$ cat src/rtl/hex_word_streamer.sv
`timescale 1ns/1ps
// Prints each accepted W-bit word as NIBBLES uppercase ASCII hex digits, MS nibble first; CR/LF trailer when HEX_WORD_STREAMER_CRLF_EN is defined.
// Latency: first character valid one cycle after acceptance, then at most one character per cycle.
// Backpressure: out_char/out_valid held while out_ready is low; in_ready only in IDLE, so words never overlap.
module hex_word_streamer #(
    parameter int NIBBLES = 8
) (
    input  logic                 clk,
    input  logic                 rst,
    input  logic [4*NIBBLES-1:0] in_data,
    input  logic                 in_valid,
    output logic                 in_ready,
    output logic [7:0]           out_char,
    output logic                 out_valid,
    input  logic                 out_ready,
    output logic                 busy
);

    localparam int W  = 4 * NIBBLES;
    localparam int CW = (NIBBLES > 1) ? $clog2(NIBBLES) : 1;

`ifdef HEX_WORD_STREAMER_CRLF_EN
    typedef enum logic [1:0] {
        IDLE  = 2'd0,
        DIGIT = 2'd1,
        CR    = 2'd2,
        LF    = 2'd3
    } state_t;
`else
    typedef enum logic [1:0] {
        IDLE  = 2'd0,
        DIGIT = 2'd1
    } state_t;
`endif

    state_t         state_q, state_d;
    logic [W-1:0]   shift_q, shift_d;
    logic [CW-1:0]  cnt_q,   cnt_d;

    function automatic logic [7:0] hex_ascii(input logic [3:0] nib);
        if (nib < 4'd10) begin
            return 8'h30 + {4'h0, nib};
        end
        return 8'h37 + {4'h0, nib};
    endfunction

    always_comb begin
        state_d   = state_q;
        shift_d   = shift_q;
        cnt_d     = cnt_q;
        in_ready  = (state_q == IDLE) && !rst;
        out_valid = 1'b0;
        out_char  = 8'h00;
        busy      = (state_q != IDLE);

        case (state_q)
            IDLE: begin
                if (in_valid && in_ready) begin
                    shift_d = in_data;
                    cnt_d   = CW'(NIBBLES - 1);
                    state_d = DIGIT;
                end
            end
            DIGIT: begin
                out_valid = 1'b1;
                out_char  = hex_ascii(shift_q[W-1 -: 4]);
                if (out_ready) begin
                    shift_d = shift_q << 4;
                    if (cnt_q == '0) begin
                        cnt_d   = '0;
`ifdef HEX_WORD_STREAMER_CRLF_EN
                        state_d = CR;
`else
                        state_d = IDLE;
`endif
                    end else begin
                        cnt_d = cnt_q - CW'(1);
                    end
                end
            end
`ifdef HEX_WORD_STREAMER_CRLF_EN
            CR: begin
                out_valid = 1'b1;
                out_char  = 8'h0D;
                if (out_ready) begin
                    state_d = LF;
                end
            end
            LF: begin
                out_valid = 1'b1;
                out_char  = 8'h0A;
                if (out_ready) begin
                    state_d = IDLE;
                end
            end
`endif
            default: begin
                state_d = IDLE;
            end
        endcase
    end

    // Reset also discards any partially printed word.
    always_ff @(posedge clk) begin
        if (rst) begin
            state_q <= IDLE;
            shift_q <= '0;
            cnt_q   <= '0;
        end else begin
            state_q <= state_d;
            shift_q <= shift_d;
            cnt_q   <= cnt_d;
        end
    end

endmodule

$ cat config.mk
export PLATFORM = sky130hd
export DESIGN_NAME = hex_word_streamer
export DESIGN_NICKNAME = d
export VERILOG_FILES = /design/src/rtl/hex_word_streamer.sv
export SDC_FILE = /design/constraint.sdc
export NUM_CORES = 1
export LEC_CHECK = 0
export ABC_AREA = 1
export CORE_UTILIZATION = 38
export CTS_CLUSTER_DIAMETER = 80
export DETAILED_ROUTE_END_ITERATION = 10
export GPL_ROUTABILITY_DRIVEN = 0
export PLACE_DENSITY = 0.75
export SKIP_CTS_REPAIR_TIMING = 1
export SLEW_MARGIN = 30
export SYNTH_ARGS = -nofsm -noshare
export SYNTH_HDL_FRONTEND = slang
export SYNTH_SLANG_ARGS = --single-unit
$ cat constraint.sdc
create_clock -name clk -period 2.1 [get_ports clk]
set_input_delay 0.315 -clock clk [delete_from_list [all_inputs] [get_ports clk]]
set_output_delay 0.315 -clock clk [all_outputs]
set_load 0.02 [all_outputs]
==> results.toml <==
[run_status]
run_status = "completed"

[floorplanning]
start_util_pct = 39.5
die-width_um = 72.1
core_um2 = 4720
fp.dieArea_um2 = 5200
die-height_um = 72.1
floorplan.io_pins = 47
std_cell_rows = 25

[timing]
finalHoldViolations = 0
maximum_clock_frequency_mhz = 503
setup_viol = 0
layout_worst_path_cycle_share_pct = 94.7
final.hold.worst_slack_ns = 0.482
setup_tns_ns = 0
maxSlewViolCount = 0
fin_skew_ns = 0.00561
post-route-min-period_ns = 1.99
unrepaired_setup_endpoints_after_global_routing = "no"

[yosys]
mappedNetlistNets = 324
post-synth-top-area-fraction_pct = 38.6
yosys_register_bits = 36
fraction_of_the_mapped_netlist_area_in_compound_gates_pct = 11.3
post_synth_instance_area_um2 = 1870
netlist_instances = 287
syn-mean-instance-area_um2 = 6.51
synth_top_family_by_area = "simple AND/OR/NAND/NOR gates"
largest_area_contributor_in_the_synthesized_netlist = "dfxtp_1"
yosys_warnings = 0
synth_top_cells_by_area = "dfxtp_1 39%, nand2_1 21%, nor2_1 11%"
ys_types = 19
yosys.area_share.xor_xnor_pct = 0
synth.area.mux_share_pct = 0
synth-simple-area-share_pct = 39.7
post_synth_fa_ha_maj_area_fraction_pct = 0.670
synth.yosys.seq_area_share_pct = 38.6

[final_layout]
nets = 365
drive_gt1_share_pct = 8.51
design_area_um2 = 2430
fillCellCount = 487
final_cell_mix = "106 x nand2_1, 53 x nor2_1, 40 x clkdlybuf4s50_1"
leading_cell_type_in_the_layout_fill_and_taps_excluded = "nand2_1"
area_delta_synth_final_pct = 30.0
n_antenna_cell = 0

[power_and_ir_drop]
total_leakage_power_uw = 0.00122
power.density_cell_area_nw_per_um2 = 691
peakVddDrop_uv = 404

[drt]
vias = 1822
post_drt_via_cell_ratio = 4.60
wl_per_cell_um = 10.6
postRouteAntennaNets = 0
firstDrtPassIters = 6
drt_first_iter_violations = 138
final_wl_um = 4190
drt_drc_violations_left = 0

[placement]
place.detailed.hpwl_um = 2870
place_area_um2 = 2320
place.port_buffers = 45

[clocking]
latest_clock_arrival_within_the_worst_skew_pair_ns = 0.28
clkTransAtPathRegs_ns = 0.07
tritoncts_clock_tree = "built"
cts_max_level = 2
clockBufferDepth = 2
inserted_clock_buffers = 5
cts_sinks = 36
clock_tree_root_buffer_cell = "clkbuf_8"

[global_routing]
global_route.overflow_total = 0
grt_first_pass_wirelength_um = 6770
antenna_violations_before_repair = 0
grt_use_total_pct = 16.4
pin_count_of_the_biggest_net_entering_global_routing = 36
vias_in_the_first_global_route = 1519

[critical_path]
worstPathArrival_ns = 1.67
critical_path_start_end_classification = "flip-flop to output port"
worstPathRequired_ns = 1.78
worst_setup_start_kind = "flip-flop"
critPathMaxFanout = 4
critPathCaptureType = "output port"

[run]
max_cap_violations = 0

[worst_hold_path]
hold_path_class = "flip-flop to flip-flop"
-- report_power, final --
group / internal, uW / leakage [uW] / switching (uW)
clock: 268 / 0.0000455 / 228
combinational: 172 / 0.000875 / 222
sequential: 750 / 0.000298 / 37.7
total: 1190 / 0.00122 / 488
-- worst max-delay path, cell delays in order, from the launching register on --
cell and delay (ns):
dfxtp_1 0.38, o21ai_1 0.11, buf_4 0.15, a21oi_1 0.14
clkdlybuf4s50_1 0.61
-- sequential cells by signal (all words and copies together) (netlist names) --
name	count
shift_q	32
state_q	1
cnt_q	3
-- layer usage --
metal	part of all wire, %	track usage [%]
met1	50	23.2
met2	44	25.5
met3	5.3	3.33
met4	0.81	3.92
met5	0	0
-- final cells by class --
type	count	area, um2	share of cell area [%]
multi-input combinational	220	967	39.8
clock buffer	8	90.1	3.71
tap	67	83.8	3.45
inverter	14	57.6	2.37
sequential	36	722	29.7
timing repair buffer	51	508	20.9
-- synthesized netlist by cell type --
cell        n
nor2_1     53
buf_4       2
nor2_2     10
nand2_1   106
nand3_1     3
buf_6       6
inv_6       1
inv_1      13
dfxtp_1    36
o21ai_1     6
o21ai_0    32
nand2_2     1
buf_2       5
nor2_8      1
clkbuf_1    4
conb_1      1
ha_1        1
a21oi_1     4
nand2_8     2
-- stage by stage --
| stage | util (%) | total power, uW | setup WS [ns] | instances |
|---|---|---|---|---|
| after floorplan | - | 1070 | 0.528 | 287 |
| after global placement | 49.2 | 1190 | 0.177 | 388 |
| after detailed placement | 49.2 | 1200 | 0.146 | 388 |
| after CTS | 51.1 | 1690 | -0.0507 | 396 |
| after global routing | 51.4 | 1770 | 0.0448 | 396 |
| final | 51.4 | 1680 | 0.112 | 396 |
-- cells by family (layout without fill, tap and decap cells) --
logic type      after synthesis  after routing
compound gates               42             42
fa+ha+maj                     1              1
buf+inv                      31             73
other cells                   1              1
flops                        36             36
simple gates                176            176
-- worst paths after layout --
check / end / depth (start not counted) / start / slack [ns]
worst max-delay path: out_char[0] / 4 / shift_q[29]$_SDFFE_PP0P_ / 0.11
worst min-delay path: cnt_q[2]$_SDFFE_PP0P_ / 2 / cnt_q[2]$_SDFFE_PP0P_ / 0.48
worst max register to register: shift_q[26]$_SDFFE_PP0P_ / 7 / state_q[0]$_SDFFE_PP0P_ / 0.70
worst min register to register: cnt_q[2]$_SDFFE_PP0P_ / 2 / cnt_q[2]$_SDFFE_PP0P_ / 0.48
No activity file was read; power rests on OpenSTA's default activity.
